### src/rtl/vscale_mem_arbiter_pkg.sv
// Shared types and constants for the fetch/data memory arbiter.
// Data-phase state encodings and the memory access-type codes live here.
package vscale_mem_arbiter_pkg;

  localparam int XPR_LEN        = 32;
  localparam int MEM_TYPE_WIDTH = 3;
  localparam int DP_STATE_WIDTH = 2;

  localparam logic [MEM_TYPE_WIDTH-1:0] MEM_TYPE_LB  = 3'd0;
  localparam logic [MEM_TYPE_WIDTH-1:0] MEM_TYPE_LH  = 3'd1;
  localparam logic [MEM_TYPE_WIDTH-1:0] MEM_TYPE_LW  = 3'd2;
  localparam logic [MEM_TYPE_WIDTH-1:0] MEM_TYPE_LD  = 3'd3;
  localparam logic [MEM_TYPE_WIDTH-1:0] MEM_TYPE_LBU = 3'd4;
  localparam logic [MEM_TYPE_WIDTH-1:0] MEM_TYPE_LHU = 3'd5;
  localparam logic [MEM_TYPE_WIDTH-1:0] MEM_TYPE_LWU = 3'd6;

  // Owner of the data phase currently on the memory.
  typedef enum logic [DP_STATE_WIDTH-1:0] {
    DP_IDLE   = 2'd0,
    DP_DATA_I = 2'd1,
    DP_DATA_D = 2'd2
  } dp_state_t;

  typedef struct packed {
    logic                      en;
    logic                      wen;
    logic [MEM_TYPE_WIDTH-1:0] size;
    logic [XPR_LEN-1:0]        addr;
  } mem_req_t;

  // Address phase presented on behalf of the fetch port.
  function automatic mem_req_t fetch_req(input logic [XPR_LEN-1:0] addr);
    mem_req_t r;
    r.en   = 1'b1;
    r.wen  = 1'b0;
    r.size = MEM_TYPE_LW;
    r.addr = addr;
    return r;
  endfunction

endpackage

### src/rtl/vscale_mem_arbiter_if.sv
// Bundle of the fetch, data and memory-side signals around the arbiter.
// slave is the arbiter's view; master is the pipeline plus memory around it.
interface vscale_mem_arbiter_if;
  import vscale_mem_arbiter_pkg::*;

  logic [XPR_LEN-1:0]        imem_addr;
  logic [XPR_LEN-1:0]        imem_rdata;
  logic                      imem_wait;
  logic                      imem_badmem_e;

  logic                      dmem_en;
  logic                      dmem_wen;
  logic [MEM_TYPE_WIDTH-1:0] dmem_size;
  logic [XPR_LEN-1:0]        dmem_addr;
  logic [XPR_LEN-1:0]        dmem_wdata_delayed;
  logic [XPR_LEN-1:0]        dmem_rdata;
  logic                      dmem_wait;
  logic                      dmem_badmem_e;

  logic                      mem_en;
  logic                      mem_wen;
  logic [MEM_TYPE_WIDTH-1:0] mem_size;
  logic [XPR_LEN-1:0]        mem_addr;
  logic [XPR_LEN-1:0]        mem_wdata;
  logic [XPR_LEN-1:0]        mem_rdata;
  logic                      mem_wait;
  logic                      mem_badmem_e;

  modport slave (
    input  imem_addr,
    output imem_rdata, imem_wait, imem_badmem_e,
    input  dmem_en, dmem_wen, dmem_size, dmem_addr, dmem_wdata_delayed,
    output dmem_rdata, dmem_wait, dmem_badmem_e,
    output mem_en, mem_wen, mem_size, mem_addr, mem_wdata,
    input  mem_rdata, mem_wait, mem_badmem_e
  );

  modport master (
    output imem_addr,
    input  imem_rdata, imem_wait, imem_badmem_e,
    output dmem_en, dmem_wen, dmem_size, dmem_addr, dmem_wdata_delayed,
    input  dmem_rdata, dmem_wait, dmem_badmem_e,
    input  mem_en, mem_wen, mem_size, mem_addr, mem_wdata,
    output mem_rdata, mem_wait, mem_badmem_e
  );

endinterface

### src/rtl/vscale_sat_counter.sv
// Saturating up-counter with synchronous clear; sticks at all-ones.
module vscale_sat_counter #(
  parameter int WIDTH = 32
) (
  input  logic             clk,
  input  logic             clear,
  input  logic             inc,
  output logic [WIDTH-1:0] count
);

  // NOTE: sequential state uses non-blocking (<=) so every flop samples pre-edge values.
  always_ff @(posedge clk) begin
    if (clear) begin
      count <= '0;
    end else if (inc && (count != {WIDTH{1'b1}})) begin
      count <= count + 1'b1;
    end
  end

endmodule

### src/rtl/vscale_mem_arbiter.sv
// Arbitrates one pipelined memory between fetch and data ports; data wins.
// Tracks the data-phase owner to route rdata, wait and error back correctly.
module vscale_mem_arbiter
  import vscale_mem_arbiter_pkg::*;
#(
  parameter int CNT_WIDTH = 32
) (
  input  logic                 clk,
  input  logic                 reset,
  vscale_mem_arbiter_if.slave  bus,
  output logic [CNT_WIDTH-1:0] conflict_count
);

  dp_state_t dp_state;
  logic      dp_wen;
  logic      addr_ok;
  logic      grant_d;
  logic      grant_i;
  mem_req_t  mem_req;

  // A new address is accepted only when no data phase is being stretched.
  always_comb begin
    addr_ok = (dp_state == DP_IDLE) | ~bus.mem_wait;
    grant_d = ~reset & addr_ok & bus.dmem_en;
    grant_i = ~reset & addr_ok & ~bus.dmem_en;
  end

  // NOTE: default every always_comb output first so no path leaves it unassigned (no latch).
  always_comb begin
    mem_req = '0;
    if (grant_d) begin
      mem_req.en   = 1'b1;
      mem_req.wen  = bus.dmem_wen;
      mem_req.size = bus.dmem_size;
      mem_req.addr = bus.dmem_addr;
    end else if (grant_i) begin
      mem_req = fetch_req(bus.imem_addr);
    end
  end

  assign bus.mem_en   = mem_req.en;
  assign bus.mem_wen  = mem_req.wen;
  assign bus.mem_size = mem_req.size;
  assign bus.mem_addr = mem_req.addr;

  always_ff @(posedge clk) begin
    if (reset) begin
      dp_state <= DP_IDLE;
      dp_wen   <= 1'b0;
    end else if (grant_d) begin
      dp_state <= DP_DATA_D;
      dp_wen   <= bus.dmem_wen;
    end else if (grant_i) begin
      dp_state <= DP_DATA_I;
      dp_wen   <= 1'b0;
    end
  end

  // Fetch stalls when it loses arbitration or its own data phase is stretched.
  always_comb begin
    bus.imem_wait     = 1'b0;
    bus.dmem_wait     = 1'b0;
    bus.imem_badmem_e = 1'b0;
    bus.dmem_badmem_e = 1'b0;
    if (!reset) begin
      bus.imem_wait     = ~addr_ok | bus.dmem_en
                          | ((dp_state == DP_DATA_I) & bus.mem_wait);
      bus.dmem_wait     = (dp_state == DP_DATA_D) & bus.mem_wait;
      bus.imem_badmem_e = bus.mem_badmem_e & (dp_state == DP_DATA_I) & ~bus.mem_wait;
      bus.dmem_badmem_e = bus.mem_badmem_e & (dp_state == DP_DATA_D) & ~bus.mem_wait;
    end
  end

  assign bus.imem_rdata = bus.mem_rdata;
  assign bus.dmem_rdata = bus.mem_rdata;
  assign bus.mem_wdata  = ((dp_state == DP_DATA_D) && dp_wen) ? bus.dmem_wdata_delayed
                                                               : '0;

  vscale_sat_counter #(
    .WIDTH (CNT_WIDTH)
  ) u_conflict_cnt (
    .clk   (clk),
    .clear (reset),
    .inc   (grant_d),
    .count (conflict_count)
  );

endmodule

### src/flat_wrapper.sv
// flat-port wrapper written by rule: the top's interface ports become plain ports
module vscale_mem_arbiter_flat import vscale_mem_arbiter_pkg::*;
#(
  parameter int CNT_WIDTH = 32
)
  (clk, reset, conflict_count, bus_imem_addr, bus_imem_rdata, bus_imem_wait, bus_imem_badmem_e, bus_dmem_en, bus_dmem_wen, bus_dmem_size, bus_dmem_addr, bus_dmem_wdata_delayed, bus_dmem_rdata, bus_dmem_wait, bus_dmem_badmem_e, bus_mem_en, bus_mem_wen, bus_mem_size, bus_mem_addr, bus_mem_wdata, bus_mem_rdata, bus_mem_wait, bus_mem_badmem_e);
  vscale_mem_arbiter_if bus_i ();
  input  logic clk;
  input  logic reset;
  output logic [CNT_WIDTH-1:0] conflict_count;
  input wire logic [$bits(bus_i.imem_addr)-1:0] bus_imem_addr;
  output wire logic [$bits(bus_i.imem_rdata)-1:0] bus_imem_rdata;
  output wire logic [$bits(bus_i.imem_wait)-1:0] bus_imem_wait;
  output wire logic [$bits(bus_i.imem_badmem_e)-1:0] bus_imem_badmem_e;
  input wire logic [$bits(bus_i.dmem_en)-1:0] bus_dmem_en;
  input wire logic [$bits(bus_i.dmem_wen)-1:0] bus_dmem_wen;
  input wire logic [$bits(bus_i.dmem_size)-1:0] bus_dmem_size;
  input wire logic [$bits(bus_i.dmem_addr)-1:0] bus_dmem_addr;
  input wire logic [$bits(bus_i.dmem_wdata_delayed)-1:0] bus_dmem_wdata_delayed;
  output wire logic [$bits(bus_i.dmem_rdata)-1:0] bus_dmem_rdata;
  output wire logic [$bits(bus_i.dmem_wait)-1:0] bus_dmem_wait;
  output wire logic [$bits(bus_i.dmem_badmem_e)-1:0] bus_dmem_badmem_e;
  output wire logic [$bits(bus_i.mem_en)-1:0] bus_mem_en;
  output wire logic [$bits(bus_i.mem_wen)-1:0] bus_mem_wen;
  output wire logic [$bits(bus_i.mem_size)-1:0] bus_mem_size;
  output wire logic [$bits(bus_i.mem_addr)-1:0] bus_mem_addr;
  output wire logic [$bits(bus_i.mem_wdata)-1:0] bus_mem_wdata;
  input wire logic [$bits(bus_i.mem_rdata)-1:0] bus_mem_rdata;
  input wire logic [$bits(bus_i.mem_wait)-1:0] bus_mem_wait;
  input wire logic [$bits(bus_i.mem_badmem_e)-1:0] bus_mem_badmem_e;
  assign bus_i.imem_addr = bus_imem_addr;
  assign bus_imem_rdata = bus_i.imem_rdata;
  assign bus_imem_wait = bus_i.imem_wait;
  assign bus_imem_badmem_e = bus_i.imem_badmem_e;
  assign bus_i.dmem_en = bus_dmem_en;
  assign bus_i.dmem_wen = bus_dmem_wen;
  assign bus_i.dmem_size = bus_dmem_size;
  assign bus_i.dmem_addr = bus_dmem_addr;
  assign bus_i.dmem_wdata_delayed = bus_dmem_wdata_delayed;
  assign bus_dmem_rdata = bus_i.dmem_rdata;
  assign bus_dmem_wait = bus_i.dmem_wait;
  assign bus_dmem_badmem_e = bus_i.dmem_badmem_e;
  assign bus_mem_en = bus_i.mem_en;
  assign bus_mem_wen = bus_i.mem_wen;
  assign bus_mem_size = bus_i.mem_size;
  assign bus_mem_addr = bus_i.mem_addr;
  assign bus_mem_wdata = bus_i.mem_wdata;
  assign bus_i.mem_rdata = bus_mem_rdata;
  assign bus_i.mem_wait = bus_mem_wait;
  assign bus_i.mem_badmem_e = bus_mem_badmem_e;
  vscale_mem_arbiter #(.CNT_WIDTH(CNT_WIDTH)) u_core (.clk(clk), .reset(reset), .bus(bus_i), .conflict_count(conflict_count));
endmodule
### config.mk
export PLATFORM = sky130hd
export DESIGN_NAME = vscale_mem_arbiter_flat
export DESIGN_NICKNAME = d
export VERILOG_FILES = /design/src/rtl/vscale_mem_arbiter_pkg.sv /design/src/rtl/vscale_mem_arbiter_if.sv /design/src/rtl/vscale_sat_counter.sv /design/src/rtl/vscale_mem_arbiter.sv /design/src/flat_wrapper.sv
export SDC_FILE = /design/constraint.sdc
export NUM_CORES = 1
export LEC_CHECK = 0
export ABC_AREA = 1
export BUFFER_PORTS_ARGS = -buffer_cell sky130_fd_sc_hd__clkbuf_2
export CAP_MARGIN = 20
export CORE_MARGIN = 2
export CORE_UTILIZATION = 25
export DETAILED_ROUTE_END_ITERATION = 8
export PLACE_DENSITY = 0.61
export SLEW_MARGIN = 40
export SYNTH_ARGS = -nofsm -noshare
export SYNTH_HDL_FRONTEND = slang
export SYNTH_SLANG_ARGS = --single-unit
export TNS_END_PERCENT = 10
### constraint.sdc
create_clock -name clk -period 3.12 [get_ports clk]
set_input_delay 0.312 -clock clk [delete_from_list [all_inputs] [get_ports clk]]
set_output_delay 0.312 -clock clk [all_outputs]
set_load 0.01 [all_outputs]
# ---- Word-level counts from Yosys, hierarchy flattened
# Index checks and enable logic that the tools add are counted.
dict set report word_totals {
  mem_bits_rw 0
  mem_count 0
  regBits 35
  input_bits 137
  elab_cells 40
  mem_bits_ro 0
  latchBits 0
}
dict set report op_classes {
  reduce_logical 5
  muxes 11
  div_mod_pow 0
  shifts 0
  eq_ne 3
  n_mul 0
  bitwise_logic 16
  addsub 1
  magnitude_cmp 0
}
# cell count
set op_table {}
lappend op_table {{$mux W37} 2}
lappend op_table {{$add A32 B1 Y32 const B} 1}
lappend op_table {{$mux W32} 1}
lappend op_table {{$ne A32 B32 Y1 const B} 1}
lappend op_table {{$and A1 B1 Y1} 9}
lappend op_table {{$mux W1} 6}
lappend op_table {{$mux W2} 2}
lappend op_table {{$not A1 Y1} 4}
lappend op_table {{$or A1 B1 Y1} 3}
lappend op_table {{$eq A2 B1 Y1 const B} 1}
lappend op_table {{$eq A2 B2 Y1 const B} 1}
lappend op_table {{$logic_and A1 B1 Y1} 2}
lappend op_table {{$logic_not A2 Y1} 1}
lappend op_table {{$reduce_bool A2 Y1} 1}
lappend op_table {{$reduce_or A2 Y1} 1}

# ---- Depth between registers and ports, before layout
dict set report logic_depth {
  word_depth 6
  mapped_depth 11
  mapped_depth_nobuf 11
}

# ---- By module
# A second synthesis with hierarchy kept.
dict set report unflattened {
  hier_cells 594
  hier_area_um2 3458.3
}
# module seq_area_each_um2 area_per_inst_um2 cells_per_inst n_inst
set modules_own_cells {}
lappend modules_own_cells {vscale_sat_counter 640.6 2062.0 324 1}
lappend modules_own_cells {vscale_mem_arbiter 60.1 1396.3 270 1}

# ---- Worst setup path after synthesis
# OpenSTA, ideal clock, no wires.
dict set report synth_path {
  kind {register to register}
  startpoint {register u_core.u_conflict_cnt.count[0]}
  endpoint {register u_core.u_conflict_cnt.count[10]}
  path_slack_ns 1.457
  setup_time_ns 0.115
  synth_period_minus_slack_ns 1.663
  arrival_time_ns 1.548
  path_buffers 2
  stages_incl_launch_ff 11
  path_cell_list {dfxtp_1 ha_1 inv_1 nor2_2 nand2_4 nor2_8 nand3_4 buf_6 buf_6 a21oi_1 nor2_1}
}
dict set report synth_between {
  elab_chain_len 2
  word_cells_on_any_way 3
  classes_between {add/sub (1); eq/ne (1); reduce/logical (1)}
}
# element line
set synth_lines {}
lappend synth_lines {{from (decl)} vscale_sat_counter.sv:8} ;# output logic [WIDTH-1:0] count
lappend synth_lines {{from (signal assigned)} vscale_sat_counter.sv:16} ;# count <= count + 1'b1;
lappend synth_lines {{parallel branches: the longest is 2 deep, another holds $add A32 B1 Y32} -}
# Parallel ways; which one is timed is not known.
# A chain may end at the register's enable or synchronous reset.

# ---- Worst setup path after layout
dict set report layout_path {
  startpoint {register u_core.dp_state[1]}
  endpoint {output port bus_mem_wen}
}
dict set report layout_between {
  elab_chain_len 5
}
# element line
set layout_lines {}
lappend layout_lines {{from (decl)} vscale_mem_arbiter.sv:14} ;# dp_state_t dp_state;
lappend layout_lines {{from (signal assigned)} vscale_mem_arbiter.sv:48} ;# dp_state <= DP_IDLE;
lappend layout_lines {{from (signal assigned)} vscale_mem_arbiter.sv:51} ;# dp_state <= DP_DATA_D;
lappend layout_lines {{from (signal assigned)} vscale_mem_arbiter.sv:54} ;# dp_state <= DP_DATA_I;
lappend layout_lines {{$logic_not A2 Y1} vscale_mem_arbiter.sv:23} ;# addr_ok = (dp_state == DP_IDLE) | ~bus.mem_wait;
lappend layout_lines {{$or A1 B1 Y1} vscale_mem_arbiter.sv:23}
lappend layout_lines {{$and A1 B1 Y1 (2 in series)} vscale_mem_arbiter.sv:24} ;# grant_d = ~reset & addr_ok & bus.dmem_en;
lappend layout_lines {{$mux W37} vscale_mem_arbiter.sv:31} ;# if (grant_d) begin
lappend layout_lines {{to (decl)} flat_wrapper.sv:24} ;# output wire logic [$bits(bus_i.mem_wen)-1:0] bus_mem_wen;
# Every way passes these cells.

==> reports/results.txt <==
Die Span X -> 119 um
Fmax -> 459 MHz
DIE AREA -> 14200 um^2
Clock Path Buffers -> 2
DPL Wire Length -> 11.6 mm
Worst path required time -> 2.81 ns
Synth top area cells -> dfxtp_1 21%, nand2_1 17%, buf_4 15%
Synthesized area -> 3310 um^2
Critical path class -> reg2out
Sequential share of the synthesized area -> 0.211
Placer Congestion -> 0.865
Pwr Density -> 299 nW/um^2
Max-Cap Viols -> 0
Post-synth top area share -> 0.211
Total track usage -> 0.187
Crit-path max FO -> 33
Endpoints failing setup -> 0
HP Class -> in2reg
Cell count after synthesis -> 579
Post-DP Area -> 4020 um^2
First-pass GRT wire length -> 20.4 mm
Post-synth top cells -> 149 x nand2_1, 117 x nor2_1, 67 x buf_4
#FFs+latches synth -> 35
Status -> complete, no violations
Diode count -> 0
Crit path arrival time -> 1.87 ns
Critical Path Source Type -> flip-flop
Worst-Skew Late Latency -> 0.28 ns
Layout cells sized above 1 -> 0.338
RSZ-0062 raised after global routing -> no
Most common cell in the netlist -> nand2_1
CTS tree -> done
Syn_nets -> 717
Iteration count of the initial detailed-routing pass -> 4
Initial antenna violation count -> 0
Synth warn -> 0
Reg clk slew, reported paths -> 0.05 ns
Root Buffer -> clkbuf_16
Num rows -> 42
Final hold violations -> 0
Post-CTS sizing -> 0
Metal2 WL -> 5.05 mm
CTS HTree Levels -> 2
Met3 wire length -> 1.53 mm
Total clock sinks -> 35
Most used DFF post-synth -> dfxtp_1
Actual slew at the worst max-slew pin -> 0.488 ns
Grt ovf -> 0
Peak supply drop -> 0.234 mV
Hold buffer count at CTS -> 0
Syn_area_per_cell -> 5.72 um^2
Final min period -> 2.18 ns
Initial core utilization -> 0.253
Netlist cell types -> 30
Post-layout util -> 0.319
Count of pins over their slew limit -> 0
TNS Setup -> 0 ns
Largest net degree at the start of global routing -> 35
CTS buffer count -> 5
Lkg Pwr -> 2.28 nW
CORE AREA -> 13100 um^2
CP endpoint kind -> output port
Die Ht -> 119 um
Cell taking the most area after synthesis -> dfxtp_1
Vias in the first global route -> 3417
Layout Nets -> 852
Async set or reset register ratio after synthesis -> 0
WL met1 -> 7.08 mm
Relative slew margins -> 0.674
Io pins -> 306
Worst-case clock skew -> 0.00530 ns
Post-detailed-route wirelength per cell -> 15.7 um
EDFF count, synth -> 0
Via Count -> 3942
DRC violations left -> 0
Setup Fix Bufs, Post-CTS -> 0
Post-route cell area -> 4180 um^2
Fin crit share -> 0.698
I/O Buffers -> 209
Final wirelength -> 14.0 mm
Routed vias/inst -> 4.42
Top sig layer -> met4
Area Overhead vs Synth -> 26.0%
Antenna viol nets, final -> 0
DRT iter0 DRCs -> 376
==> cells by family (layout without fill, tap and decap cells) <==
logic type	Yosys count	count (layout)	share of synthesized area
compound gates	34	34	0.0547
xor+xnor	5	5	0.0132
fa+ha+maj	1	1	0.00377
buf+inv	146	282	0.253
flops	35	35	0.211
simple gates	358	358	0.464
==> critical path, stage by stage (launching register included) <==
cell      delay [ns]
dfxtp_1         0.35
o21ai_2         0.23
nand2_2         0.15
nor2_4          0.31
buf_12          0.23
nand2_1         0.11
inv_1           0.08
clkbuf_2        0.13
==> layout by cell type (no fill, tap or decap), types with 2 or more instances in the layout <==
| master | count |
|---|---|
| nor2_2 | 5 |
| nand2_4 | 2 |
| clkbuf_2 | 209 |
| dfxtp_1 | 35 |
| nand4_1 | 7 |
| o21ai_0 | 2 |
| inv_1 | 58 |
| nor2_4 | 2 |
| nand3_1 | 63 |
| nand2_1 | 149 |
| nor3_1 | 4 |
| xnor2_1 | 4 |
| nor2_1 | 117 |
| nand2_2 | 6 |
| clkbuf_8 | 2 |
| a21oi_1 | 28 |
| clkbuf_16 | 5 |
| buf_4 | 4 |
==> where the power goes <==
group	internal [mW]	leakage [nW]	switching [mW]
Clock	0.340	0.0772	0.186
Combinational	0.108	1.92	0.158
Sequential	0.452	0.283	0.00511
Total	0.900	2.28	0.349
==> registers in the layout, summed over array words and instances, names as in the netlist <==
signal,count
u_core.u_conflict_cnt.count,32
u_core.dp_state,2
u_core.dp_wen,1
==> per-layer routing <==
metal	track usage	up-vias
met4	0.0543	0
met1	0.293	1718
met5	0	-
met3	0.0728	38
li1	-	1994
met2	0.224	192
==> per-stage QoR <==
stage                     power, mW  setup slack [ns]  cells  hold slack (ns)
after global placement        0.735              1.06    883            0.525
after global routing           1.31             0.786    891            0.354
after detailed placement      0.733              1.07    883            0.494
after floorplan               0.670              1.46    579            0.417
final                          1.25             0.943    891            0.327
after CTS                      1.26             0.940    891            0.330
==> cell type report <==
cell class | instances | area [um^2]
flip-flops and latches | 35 | 701
inverters | 60 | 225
repair buffers | 214 | 1100
well taps | 176 | 220
clock buffers | 8 | 156
multi-input cells | 398 | 1780
fillers | 1486 | 8910
==> worst paths after layout <==
path,start,end,slack (ns),cells after the start
worst max-delay path,u_core.dp_state[1]$_SDFFE_PP0P_,bus_mem_wen,0.94,7
worst min register to register,u_core.dp_wen$_SDFFE_PP0P_,u_core.dp_wen$_SDFFE_PP0P_,0.51,2
worst max register to register,u_core.u_conflict_cnt.count[0]$_SDFFE_PP0P_,u_core.u_conflict_cnt.count[1]$_SDFFE_PP0P_,1.02,10
worst min-delay path,bus_dmem_en,u_core.dp_state[0]$_SDFFE_PP0P_,0.33,2
Note: power is estimated with default switching activity, not from simulation.
